**src/rtl/sdram_wr_arb_pkg.sv**
```systemverilog
// ---------------------------------------------------------------------------
// sdram_wr_arb_pkg
// Shared definitions for the SDRAM write-port arbiter:
//   - arb_state_e     : FSM state encoding (IDLE / WRITE / HOLD / ABORT)
//   - DEF_ADDR_W      : default SDRAM write address width (Bank+Row+Column)
//   - DEF_DATA_W      : default width of each of the four write data words
//   - DEF_TIMEOUT_CYC : default write-done timeout in cycles
//   - GRANT_W         : width of the grant index (covers up to 8 requesters)
// ABORT is only reachable when SDRAM_WR_ARB_TIMEOUT_EN is defined.
// ---------------------------------------------------------------------------
package sdram_wr_arb_pkg;

   typedef enum logic [1:0] {
      ST_IDLE  = 2'd0,
      ST_WRITE = 2'd1,
      ST_HOLD  = 2'd2,
      ST_ABORT = 2'd3
   } arb_state_e;

   localparam int DEF_ADDR_W      = 24;
   localparam int DEF_DATA_W      = 16;
   localparam int DEF_TIMEOUT_CYC = 4096;
   localparam int GRANT_W         = 3;

endpackage

```
**src/rtl/sdram_wr_arbiter_picker.sv**
```systemverilog
// ---------------------------------------------------------------------------
// rr_priority_picker
// Combinational round-robin picker. Searches the request vector starting at
// (last_grant_i + 1) mod NUM_REQ and returns the first set index.
// Ports:
//   req_i        in  NUM_REQ  request vector
//   last_grant_i in  3        index granted most recently
//   valid_o      out 1        at least one request is set
//   idx_o        out 3        winning requester index
// ---------------------------------------------------------------------------
module rr_priority_picker
   import sdram_wr_arb_pkg::*;
#(
   parameter int NUM_REQ = 2
) (
   input  logic [NUM_REQ-1:0] req_i,
   input  logic [GRANT_W-1:0] last_grant_i,
   output logic               valid_o,
   output logic [GRANT_W-1:0] idx_o
);

   always_comb begin
      valid_o = 1'b0;
      idx_o   = '0;
      // First pass: indices above last_grant. Descending scan so the lowest
      // matching index is the one left standing.
      for (int j = NUM_REQ - 1; j >= 0; j--) begin
         if (req_i[j] && (j > int'(last_grant_i))) begin
            valid_o = 1'b1;
            idx_o   = GRANT_W'(j);
         end
      end
      // Wrap-around pass: indices up to and including last_grant.
      if (!valid_o) begin
         for (int j = NUM_REQ - 1; j >= 0; j--) begin
            if (req_i[j] && (j <= int'(last_grant_i))) begin
               valid_o = 1'b1;
               idx_o   = GRANT_W'(j);
            end
         end
      end
   end

endmodule

```
**src/rtl/sdram_wr_arbiter.sv**
```systemverilog
// ---------------------------------------------------------------------------
// sdram_wr_arbiter
// Round-robin arbiter sharing one SDRAM write port among NUM_REQ requesters.
// The winner's address and four data words are latched in IDLE, one write
// runs at a time, and a one-cycle done pulse goes back to the owner only.
//
// Handshake: a requester raises iReq[k] (level) with its address/data slice
// valid and keeps it high until it sees oDone[k]; it should drop iReq[k] in
// the cycle oDone[k] is high (the HOLD cycle gives it time to do so). Toward
// the controller, oSDRAM_Wr_Req stays high with stable address/data until
// iSDRAM_Wr_Done is sampled high in WRITE; done outside WRITE is ignored.
//
// Ports:
//   clk, rst_n          clock, synchronous active-low reset
//   en                  block enable; low forces IDLE
//   iReq                per-requester request level
//   iAddr, iData1..4    flattened per-requester address/data (slice k = req k)
//   oDone               one-cycle done pulse to the owner
//   oSDRAM_Wr_Addr/Data1..4/Req  registered write port to the controller
//   iSDRAM_Wr_Done      write-complete pulse from the controller
//   oGrant_Id           current or last granted requester
//   oBusy               high outside IDLE
//   oTimeout            sticky write timeout flag
// Optional feature: define SDRAM_WR_ARB_TIMEOUT_EN to abort a write after
// TIMEOUT_CYC cycles without done; otherwise WRITE waits forever and
// oTimeout is tied low.
// ---------------------------------------------------------------------------
module sdram_wr_arbiter
   import sdram_wr_arb_pkg::*;
#(
   parameter int NUM_REQ     = 2,
   parameter int ADDR_W      = DEF_ADDR_W,
   parameter int DATA_W      = DEF_DATA_W,
   parameter int TIMEOUT_CYC = DEF_TIMEOUT_CYC
) (
   input  logic                      clk,
   input  logic                      rst_n,
   input  logic                      en,
   input  logic [NUM_REQ-1:0]        iReq,
   input  logic [NUM_REQ*ADDR_W-1:0] iAddr,
   input  logic [NUM_REQ*DATA_W-1:0] iData1,
   input  logic [NUM_REQ*DATA_W-1:0] iData2,
   input  logic [NUM_REQ*DATA_W-1:0] iData3,
   input  logic [NUM_REQ*DATA_W-1:0] iData4,
   output logic [NUM_REQ-1:0]        oDone,
   output logic [ADDR_W-1:0]         oSDRAM_Wr_Addr,
   output logic [DATA_W-1:0]         oSDRAM_Wr_Data1,
   output logic [DATA_W-1:0]         oSDRAM_Wr_Data2,
   output logic [DATA_W-1:0]         oSDRAM_Wr_Data3,
   output logic [DATA_W-1:0]         oSDRAM_Wr_Data4,
   output logic                      oSDRAM_Wr_Req,
   input  logic                      iSDRAM_Wr_Done,
   output logic [GRANT_W-1:0]        oGrant_Id,
   output logic                      oBusy,
   output logic                      oTimeout
);

   arb_state_e         state_q, state_d;
   logic [GRANT_W-1:0] last_grant_q, last_grant_d;
   logic [GRANT_W-1:0] grant_q, grant_d;
   logic [ADDR_W-1:0]  addr_q, addr_d;
   logic [DATA_W-1:0]  data1_q, data1_d, data2_q, data2_d;
   logic [DATA_W-1:0]  data3_q, data3_d, data4_q, data4_d;
   logic               wr_req_q, wr_req_d;
   logic [NUM_REQ-1:0] done_q, done_d;
   logic               busy_q, busy_d;
`ifdef SDRAM_WR_ARB_TIMEOUT_EN
   logic               timeout_q, timeout_d;
   logic [15:0]        cnt_q, cnt_d;
`endif

   logic               pick_valid;
   logic [GRANT_W-1:0] pick_idx;
   logic [ADDR_W-1:0]  sel_addr;
   logic [DATA_W-1:0]  sel_d1, sel_d2, sel_d3, sel_d4;
   logic [NUM_REQ-1:0] grant_onehot;

   rr_priority_picker #(.NUM_REQ(NUM_REQ)) u_picker (
      .req_i        (iReq),
      .last_grant_i (last_grant_q),
      .valid_o      (pick_valid),
      .idx_o        (pick_idx)
   );

   // Slice selection for the picked requester.
   always_comb begin
      sel_addr = '0;
      sel_d1   = '0;
      sel_d2   = '0;
      sel_d3   = '0;
      sel_d4   = '0;
      for (int k = 0; k < NUM_REQ; k++) begin
         if (pick_idx == GRANT_W'(k)) begin
            sel_addr = iAddr [k*ADDR_W +: ADDR_W];
            sel_d1   = iData1[k*DATA_W +: DATA_W];
            sel_d2   = iData2[k*DATA_W +: DATA_W];
            sel_d3   = iData3[k*DATA_W +: DATA_W];
            sel_d4   = iData4[k*DATA_W +: DATA_W];
         end
      end
   end

   always_comb begin
      grant_onehot = '0;
      for (int k = 0; k < NUM_REQ; k++) begin
         grant_onehot[k] = (grant_q == GRANT_W'(k));
      end
   end

   // Next-state logic; every output is registered from these _d values.
   always_comb begin
      state_d      = state_q;
      last_grant_d = last_grant_q;
      grant_d      = grant_q;
      addr_d       = addr_q;
      data1_d      = data1_q;
      data2_d      = data2_q;
      data3_d      = data3_q;
      data4_d      = data4_q;
      wr_req_d     = wr_req_q;
      done_d       = '0;
`ifdef SDRAM_WR_ARB_TIMEOUT_EN
      timeout_d    = timeout_q;
      cnt_d        = '0;
`endif
      if (!en) begin
         // Disabled: abandon any write, keep last_grant and latched payload.
         state_d  = ST_IDLE;
         wr_req_d = 1'b0;
      end else begin
         unique case (state_q)
            ST_IDLE: begin
               if (pick_valid) begin
                  state_d  = ST_WRITE;
                  grant_d  = pick_idx;
                  addr_d   = sel_addr;
                  data1_d  = sel_d1;
                  data2_d  = sel_d2;
                  data3_d  = sel_d3;
                  data4_d  = sel_d4;
                  wr_req_d = 1'b1;
               end
            end
            ST_WRITE: begin
               // Done has priority over a timeout hitting in the same cycle.
               if (iSDRAM_Wr_Done) begin
                  state_d      = ST_HOLD;
                  wr_req_d     = 1'b0;
                  done_d       = grant_onehot;
                  last_grant_d = grant_q;
               end
`ifdef SDRAM_WR_ARB_TIMEOUT_EN
               else if (cnt_q == 16'(TIMEOUT_CYC - 1)) begin
                  // Aborted writes still advance the rotation so a dead
                  // requester cannot monopolise the port.
                  state_d      = ST_ABORT;
                  wr_req_d     = 1'b0;
                  done_d       = grant_onehot;
                  last_grant_d = grant_q;
                  timeout_d    = 1'b1;
               end else begin
                  cnt_d = cnt_q + 16'd1;
               end
`endif
            end
            ST_HOLD:  state_d = ST_IDLE;
            ST_ABORT: state_d = ST_HOLD;
            default:  state_d = ST_IDLE;
         endcase
      end
      busy_d = (state_d != ST_IDLE);
   end

   always_ff @(posedge clk) begin
      if (!rst_n) begin
         state_q      <= ST_IDLE;
         last_grant_q <= GRANT_W'(NUM_REQ - 1);
         grant_q      <= '0;
         addr_q       <= '0;
         data1_q      <= '0;
         data2_q      <= '0;
         data3_q      <= '0;
         data4_q      <= '0;
         wr_req_q     <= 1'b0;
         done_q       <= '0;
         busy_q       <= 1'b0;
`ifdef SDRAM_WR_ARB_TIMEOUT_EN
         timeout_q    <= 1'b0;
         cnt_q        <= '0;
`endif
      end else begin
         state_q      <= state_d;
         last_grant_q <= last_grant_d;
         grant_q      <= grant_d;
         addr_q       <= addr_d;
         data1_q      <= data1_d;
         data2_q      <= data2_d;
         data3_q      <= data3_d;
         data4_q      <= data4_d;
         wr_req_q     <= wr_req_d;
         done_q       <= done_d;
         busy_q       <= busy_d;
`ifdef SDRAM_WR_ARB_TIMEOUT_EN
         timeout_q    <= timeout_d;
         cnt_q        <= cnt_d;
`endif
      end
   end

   assign oDone           = done_q;
   assign oSDRAM_Wr_Addr  = addr_q;
   assign oSDRAM_Wr_Data1 = data1_q;
   assign oSDRAM_Wr_Data2 = data2_q;
   assign oSDRAM_Wr_Data3 = data3_q;
   assign oSDRAM_Wr_Data4 = data4_q;
   assign oSDRAM_Wr_Req   = wr_req_q;
   assign oGrant_Id       = grant_q;
   assign oBusy           = busy_q;
`ifdef SDRAM_WR_ARB_TIMEOUT_EN
   assign oTimeout        = timeout_q;
`else
   assign oTimeout        = 1'b0;
`endif

endmodule

```
**config.mk**
```make
export PLATFORM = sky130hd
export DESIGN_NAME = sdram_wr_arbiter
export DESIGN_NICKNAME = d
export VERILOG_FILES = /design/src/rtl/sdram_wr_arb_pkg.sv /design/src/rtl/sdram_wr_arbiter_picker.sv /design/src/rtl/sdram_wr_arbiter.sv
export SDC_FILE = /design/constraint.sdc
export NUM_CORES = 1
export LEC_CHECK = 0
export ABC_AREA = 1
export CAP_MARGIN = 10
export CORE_MARGIN = 8
export CORE_UTILIZATION = 35
export DETAILED_ROUTE_END_ITERATION = 7
export GPL_TIMING_DRIVEN = 0
export PLACE_DENSITY = 0.83
export SYNTH_ARGS = -nofsm -noshare
export SYNTH_HDL_FRONTEND = slang
export SYNTH_SLANG_ARGS = --single-unit
```
**constraint.sdc**
```tcl
create_clock -name clk -period 3.7 [get_ports clk]
set_input_delay 0.37 -clock clk [delete_from_list [all_inputs] [get_ports clk]]
set_output_delay 0.37 -clock clk [all_outputs]
set_load 0.01 [all_outputs]
```
==> results of run 1 <==
[flip-flops by register name (all words and copies together) (netlist names), 2 cells and up]
signal	cells
oSDRAM_Wr_Data4	16
oDone	2
oSDRAM_Wr_Data1	16
oSDRAM_Wr_Data2	16
oSDRAM_Wr_Addr	24
oSDRAM_Wr_Data3	16
state_q	2
[power breakdown]
group	leakage [uW]	internal [uW]	switching (uW)	total [uW]
Sequential	0.000794	1120	43.2	1170
Combinational	0.00355	460	414	874
Clock	0.000159	597	384	981
Total	0.00451	2180	841	3020
[critical path, delay by kind of cell]
family        cells  cell delay (ns)
buf+inv           3             1.25
simple gates      5             0.49
[kinds of logic (layout without fill, tap and decap cells)]
family,after synthesis,count (layout),synth area share
and+or+nand+nor,638,638,0.4641
buffers and inverters,240,529,0.1770
DFF,96,96,0.3525
AOI/OAI and AO/OA,6,6,0.005736
other,1,3,0.0006879
[cell type report]
| cell class | count | area, um2 |
|---|---|---|
| repair buffers | 273 | 2733 |
| well taps | 188 | 235.2 |
| plain buffers | 60 | 289.0 |
| clock inverters | 2 | 35.03 |
| clock buffers | 14 | 284.0 |
| inverters | 180 | 675.6 |
| fillers | 1478 | 6456 |
| multi-input cells | 647 | 2572 |
| flip-flops and latches | 96 | 1922 |
[routing by layer]
layer,up-vias,global-route usage,share of wire
met1,2748,0.2107,0.41
met2,207,0.3302,0.48
met5,-,0,0
met3,21,0.07360,0.089
li1,3393,-,-
met4,0,0.06165,0.020
[per-stage QoR]
step / instance area, um2 / utilization / worst slack (ns) / power (uW) / hold WS (ns)
after detailed placement: 8427 / 0.5543 / 1.450 / 2066 / 0.4488
after floorplan: 5459 / - / 2.432 / 1592 / 0.4267
after CTS: 8746 / 0.5753 / 1.810 / 3054 / 0.4094
final: 8746 / 0.5753 / 1.821 / 3021 / 0.4115
after global placement: 8427 / 0.5543 / 1.458 / 2050 / 0.4471
after global routing: 8746 / 0.5753 / 1.673 / 3197 / 0.4214
[cells in the mapped netlist]
library cell	count
dfxtp_1	96
a31oi_1	1
nand2_2	1
nor2_4	2
nor2_1	270
nand2_1	273
inv_2	1
buf_4	7
inv_1	179
nand4_1	2
a21oi_1	3
nand3_1	90
o21ai_0	1
conb_1	1
buf_2	30
o21ai_1	1
buf_1	5
clkbuf_1	18
[how the worst max path moves through the flow]
stage,startpoint,to,slack (ns)
after floorplan,iReq[0],oSDRAM_Wr_Addr[10]$_SDFFE_PN0P_,2.43
after global placement,iReq[0],oSDRAM_Wr_Data4[15]$_SDFFE_PN0P_,1.46
after detailed placement,iReq[0],oSDRAM_Wr_Data4[15]$_SDFFE_PN0P_,1.45
after CTS,iReq[0],oSDRAM_Wr_Data4[15]$_SDFFE_PN0P_,1.81
after global routing,iReq[0],oSDRAM_Wr_Data4[15]$_SDFFE_PN0P_,1.67
final,iReq[0],oSDRAM_Wr_Data4[15]$_SDFFE_PN0P_,1.82
==> flow_summary.toml, run 1 <==
[run_status]
status = "completed"

[clock_network]
cts.sinks = 96
clkTransAtPathRegs_ns = 0.06
post_cts_hold_buffer_count = 0
clk_latency_ns = 0.34
cts_tree = "yes"
cts_made_buffers = 9
cts_resized = 0
clockBufferDepth = 2
post_cts_buffers = 0
ctsRootBufferMaster = "clkbuf_16"
htree_levels = 3

[critical_path]
crit_top_cell = "nor2_1"
slowest_delay_ns = 0.50
cp.arrival_ns = 2.11
reg2reg_depth = 7
critPathMaxFanout = 10
reg2reg_slack_ns = 2.04
cp.required_ns = 3.93
path_cells = "clkdlybuf4s50_1, nand2_1, nand2_1, buf_2, clkbuf_1, nor2_1, nor2_1, nor2_1"
r2r-end = "oSDRAM_Wr_Data4[15]$_SDFFE_PN0P_"
worst-setup-path-type = "in2reg"
cp-start-kind = "input port"
worstSetupEndpointType = "flip-flop"
r2r-start = "last_grant_q[0]$_SDFFE_PN1P_"
critPathSlowestCell = "clkdlybuf4s50_1"

[sta]
final.setup.tns_ns = 0
final_hold_viol_count = 0
max_clock_freq_mhz = 532.2
maxSlewViolCount = 0
finalSetupViolations = 0
slew-limit-headroom = 0.5612
finalClockSkew_ns = 0.006510
fin_crit_sh = 0.5079
period_minus_slack_ns = 1.879
rsz0062_at_grt = "no"
tightest_slew_ns = 0.6582

[route]
routed_wl_um = 19440
dr_total_vias = 6369
viasPerCell = 4.362
dr.pass1.iters = 4
wl_per_cell_um = 13.32
ant_nets = 0
drc = 0
drt_iter0_markers = 255

[global_route]
grt_start_max_net_pins = 15
grt_overflow = 0
antenna_found_initial = 0
grt_pass1_vias = 5938
grt_pass1_wl_um = 30370
grt_use_total = 0.1907

[yosys]
synth_top_area_cell = "dfxtp_1"
ys_seq_elements = 96
synthTopCellsByArea = "dfxtp_1, nand2_1, nor2_1"
seq_area_frac_synth = 0.3525
synth_top_area_frac = 0.3525
synth_area_um2 = 5451
synth.distinct_cells = 18
postSynthAreaPerCell_um2 = 5.557
ys_warn_count = 0
postSynthCellCount = 981

[finish]
drive_above_1_share = 0.04403
area_growth_pct = 60.43
final_cell_count_no_fill = 1460
final_cell_mix = "nand2_1, clkdlybuf4s50_1, nor2_1"
finalNetCount = 1449
n_antenna_cell = 0

[worst_hold_path]
hold_class = "in2reg"
worstHoldStart = "rst_n"
whs_endpoint = "last_grant_q[0]$_SDFFE_PN1P_"
holdPathStages = 2

[job]
max_cap_viol_count = 0

[die]
initial_utilization = 0.3586
dieWidth_um = 140.8
dieArea_um2 = 19820
ios = 278
rows = 45
die-height_um = 140.8
core-area_um2 = 15200

[placement]
routabilityCongestion = 0.8595
port_buffers = 273
hpwl_um = 15410
place_inst = 1444

[pwr]
ir_worst_vdd_mv = 0.2974
p_per_area_nw_per_um2 = 345.4
power.leakage_uw = 0.004505
No activity file was read; power rests on OpenSTA's default activity.
==> run 2, diff against run 1 <==
PLACE_DENSITY = 0.86   (was 0.83)
clock period = 1.7 ns   (was 3.7 ns; I/O delays follow)
==> run 2 against run 1 <==
  * Utilization up 0.30 points
  * Register-to-register slack worse by 1.9 ns
  * Clock power up 120%
  * Critical path depth decreased by 6
  * Sequential power increased by 120%
  * Sequential share of layout area is 0.11 points lower
  * Routed wire length grew 1.2%
  * Cell count is 0.21% higher
  * Via count rose by 1.2%
  * Critical endpoint is now oGrant_Id[0]
  * Highest routed layer unchanged
==> flow_summary.toml, run 2 (synthesis results as in run 1) <==
[critical_path]
critPathMaxFanout = 4
worst-setup-path-type = "reg2out"
cp-start-kind = "flip-flop"
cp.arrival_ns = 1.39
worstSetupEndpointType = "output pin"
critPathSlowestCell = "clkdlybuf4s50_1"
slowest_delay_ns = 0.55
critPathBufInv = 2
crit_family = "buffers and inverters"
cp.required_ns = 1.53
path_cells = "buf_4, clkdlybuf4s50_1"

[global_route]
grt_start_max_net_pins = 15
grt_pass1_vias = 6040
grt_overflow = 0
grt_pass1_wl_um = 30600
grt_use_total = 0.1923
antenna_found_initial = 0

[finish]
drive_above_1_share = 0.04863
n_antenna_cell = 0
largest_reg_flops = 24
fin_util = 0.5783
final_cell_mix = "nand2_1, clkdlybuf4s50_1, nor2_1"
finalNetCount = 1454
final_cell_count_no_fill = 1463
area_growth_pct = 61.26

[sta]
period_minus_slack_ns = 1.558
fin_crit_sh = 0.9164
finalClockSkew_ns = 0.005573
max_clock_freq_mhz = 641.9
layout_setup_ws_ns = 0.1421
rsz0062_at_grt = "no"
tightest_slew_ns = 0.7027
slew-limit-headroom = 0.5315
finalSetupViolations = 0
final_hold_viol_count = 0
maxSlewViolCount = 0

[job]
max_cap_viol_count = 0

[placement]
place_inst = 1444
place_ws_ns = -0.3690
port_buffers = 273
routabilityCongestion = 0.9268
hpwl_um = 15480

[run_status]
status = "completed"

[clock_network]
cts.sinks = 96
htree_levels = 3
clockBufferDepth = 2
cts_made_buffers = 9
clkTransAtPathRegs_ns = 0.06
post_cts_hold_buffer_count = 0
cts_tree = "yes"
clk_latency_ns = 0.34
ctsRootBufferMaster = "clkbuf_16"

[route]
dr.pass1.iters = 5
wl_per_cell_um = 13.45
dr_total_vias = 6443
viasPerCell = 4.404
routed_wl_um = 19680
drt_iter0_markers = 291
drc = 0
ant_nets = 0

[die]
dieWidth_um = 140.8
initial_utilization = 0.3586
ios = 278
core-area_um2 = 15200
die-height_um = 140.8
rows = 45
dieArea_um2 = 19820

[pwr]
power.leakage_uw = 0.004537
ir_worst_vdd_mv = 0.4905
p_per_area_nw_per_um2 = 754.3

[worst_hold_path]
hold_class = "in2reg"
## run 2: final cells by class
class	instances	area (um2)
buffer	60	294.0
inverter	180	675.6
sequential	96	1922
tap	188	235.2
multi-input combinational	647	2572
fill	1488	6411
clock inverter	4	70.07
timing repair buffer	278	2783
clock buffer	10	239.0
## run 2: worst paths after layout
path	cells after the start	to	slack (ns)	from
worst min register to register	2	oSDRAM_Wr_Req$_SDFFE_PN0P_	0.46	oSDRAM_Wr_Req$_SDFFE_PN0P_
worst max-delay path	2	oGrant_Id[0]	0.14	oGrant_Id[0]$_SDFFE_PN0P_
worst min-delay path	2	last_grant_q[0]$_SDFFE_PN1P_	0.24	rst_n
worst max register to register	6	oSDRAM_Wr_Addr[10]$_SDFFE_PN0P_	0.19	state_q[1]$_SDFF_PN0_
## run 2: metal layers
metal / GRT usage / up-vias / routed length [um]
met3: 0.07394 / 31 / 1880
met5: 0 / - / 0
met2: 0.3284 / 235 / 9426
met4: 0.07070 / 0 / 477
met1: 0.2133 / 2782 / 7893
li1: - / 3395 / -
## run 2: power by group
group          internal, uW  total [uW]  switching, uW  leakage (uW)
registers              2440        2530           92.2      0.000794
logic                  1020        1930            910       0.00359
clock network          1310        2170            861      0.000154
## run 2: through the flow
step,power (uW),setup TNS (ns),instance area [um2],hold WS (ns)
after global routing,7015,0,8791,0.2872
after floorplan,3465,0,5459,0.3107
final,6631,0,8791,0.2412
after detailed placement,4500,-26.45,8427,0.4550
after CTS,6691,0,8737,0.2240
after global placement,4466,-25.27,8427,0.4490
## run 2: repair_timing
item / 4_1_cts / 5_1_grt
setup endpoints to repair: 2 / 58
setup buffers: 0 / 5
pin swaps: 0 / 2
gates resized for setup: 1 / 2
## run 2: worst register-to-register path, delay by kind of cell (launching register included)
kind	cells	cell delay, ns
buf+inv	2	0.53
flops	1	0.34
simple gates	4	0.55
==> run 3, diff against run 2 <==
PLACE_DENSITY = 0.75   (was 0.86)
REMOVE_ABC_BUFFERS = 1   (was unset)
==> run 3 against run 2 <==
  * Total power shrank 4.5%
  * Final area shrank 0.74%
  * Utilization shrank 0.43 points
  * Sequential power is essentially flat
  * Critical path type is now in2reg
  * Cell count shrank 3.2%
  * Sequential share of layout area grew 0.16 points
  * Via count shrank 6.5%
==> flow_summary.toml, run 3 (synthesis results as in run 1) <==
[finish]
n_antenna_cell = 0
drive_above_1_share = 0.03094
final_cell_mix = "clkdlybuf4s50_1, nand2_1, nor2_1"
finalNetCount = 1405
final_common_cell = "clkdlybuf4s50_1"
final_cell_count_no_fill = 1416
largest_reg_flops = 24
area_growth_pct = 60.06
fin_util = 0.5740

[route]
wl_met2_um = 9102
viasPerCell = 4.256
wl_per_cell_um = 13.34
routed_wl_um = 18890
drc = 0
dr_total_vias = 6027
top_layer = "met4"
ant_nets = 0
met3_length_um = 1746
drt_iter0_markers = 188
dr.pass1.iters = 6
met1_length_um = 7829

[sta]
final.setup.tns_ns = 0
tightest_slew_ns = 0.7500
period_minus_slack_ns = 1.579
max_clock_freq_mhz = 633.3
final_hold_viol_count = 0
finalClockSkew_ns = 0.008031
maxSlewViolCount = 0
fin_crit_sh = 0.9288
rsz0062_at_grt = "no"
holdWs_ns = 0.2783
slew-limit-headroom = 0.4995
finalSetupViolations = 0

[global_route]
grt_use_total = 0.1847
grt_start_max_net_pins = 95
antenna_found_initial = 0
grt_overflow = 0
grt_pass1_wl_um = 29600
grt_pass1_vias = 5733

[clock_network]
ctsRootBufferMaster = "clkbuf_16"
post_cts_hold_buffer_count = 0
clk_latency_ns = 0.34
htree_levels = 3
clkTransAtPathRegs_ns = 0.06
cts_made_buffers = 9
clockBufferDepth = 2
cts_tree = "yes"
cts.sinks = 96

[pwr]
power.leakage_uw = 0.004468
p_per_area_nw_per_um2 = 725.7
ir_worst_vdd_mv = 0.4235
design_power_total_uw = 6333

[placement]
routabilityCongestion = 0.7926
hpwl_um = 13090
port_buffers = 274
place_inst = 1393

[job]
max_cap_viol_count = 0

[die]
ios = 278
die-height_um = 140.8
dieArea_um2 = 19820
initial_utilization = 0.3586
rows = 45
core-area_um2 = 15200
dieWidth_um = 140.8

[critical_path]
cp.required_ns = 1.97
worstSetupEndpointType = "flip-flop"
worst-setup-path-type = "in2reg"
cp-start-kind = "input port"
critPathMaxFanout = 49
reg2reg_slack_ns = 0.17
cp.arrival_ns = 1.85
reg2reg_depth = 7

[worst_hold_path]
holdPathStages = 3
hold_class = "in2reg"

[run_status]
status = "completed"
## run 3: cell types whose count changed in the layout (fill, tap and decap cells not counted), moves of 3 or more
cell      delta
buf_1        -4
buf_4        -8
buf_16       +5
nand2_4      +3
clkbuf_1    -15
buf_2       -29
## run 3: worst paths after layout
check                        startpoint                               end
max                                  en   oSDRAM_Wr_Addr[16]$_SDFFE_PN0P_
min                               rst_n  oSDRAM_Wr_Data1[12]$_SDFFE_PN0P_
max reg2reg       state_q[1]$_SDFF_PN0_   oSDRAM_Wr_Data2[2]$_SDFFE_PN0P_
min reg2reg  oSDRAM_Wr_Req$_SDFFE_PN0P_        oSDRAM_Wr_Req$_SDFFE_PN0P_
## run 3: where the power goes
part	total (uW)	switching, uW	internal (uW)	leakage [uW]
clock network	1870	846	1020	0.000136
registers	2530	89.8	2440	0.000794
logic	1930	906	1020	0.00354
total	6330	1840	4490	0.00447
## run 3: worst max-delay path, cell delays in order
cell	delay (ns)
clkdlybuf4s50_1	0.57
inv_2	0.09
nor2_4	0.13
buf_12	0.21
nand2_8	0.15
buf_16	0.23
nand2_1	0.09
nand2_1	0.05
nor2_1	0.12
## run 3: cell type report
class / count / area (um2)
fillers: 1486 / 6476
clock buffers: 12 / 246.5
repair buffers: 285 / 2979
clock inverters: 4 / 20.02
well taps: 188 / 235.2
multi-input cells: 651 / 2648
inverters: 180 / 675.6
flip-flops and latches: 96 / 1922
## run 3: stage by stage
stage / worst slack, ns / area (um2)
after floorplan: -1.809 / 5170
after global placement: -3.722 / 8148
after detailed placement: -1.054 / 8348
after CTS: 0.04510 / 8682
after global routing: 0.01320 / 8726
final: 0.1210 / 8726
## run 3: per-layer routing
layer  GRT usage  up-vias
met5           0        -
met2      0.3094      176
met4     0.05826        0
li1            -     3301
met3     0.07529       11
met1      0.2106     2539
## run 3: repair_timing
action,CTS,global route
pin swaps,3,1
gates cloned,3,2
gates resized for setup,7,1
buffers inserted,2,0
endpoints found under the setup margin,89,45
hold endpoints to repair,0,0
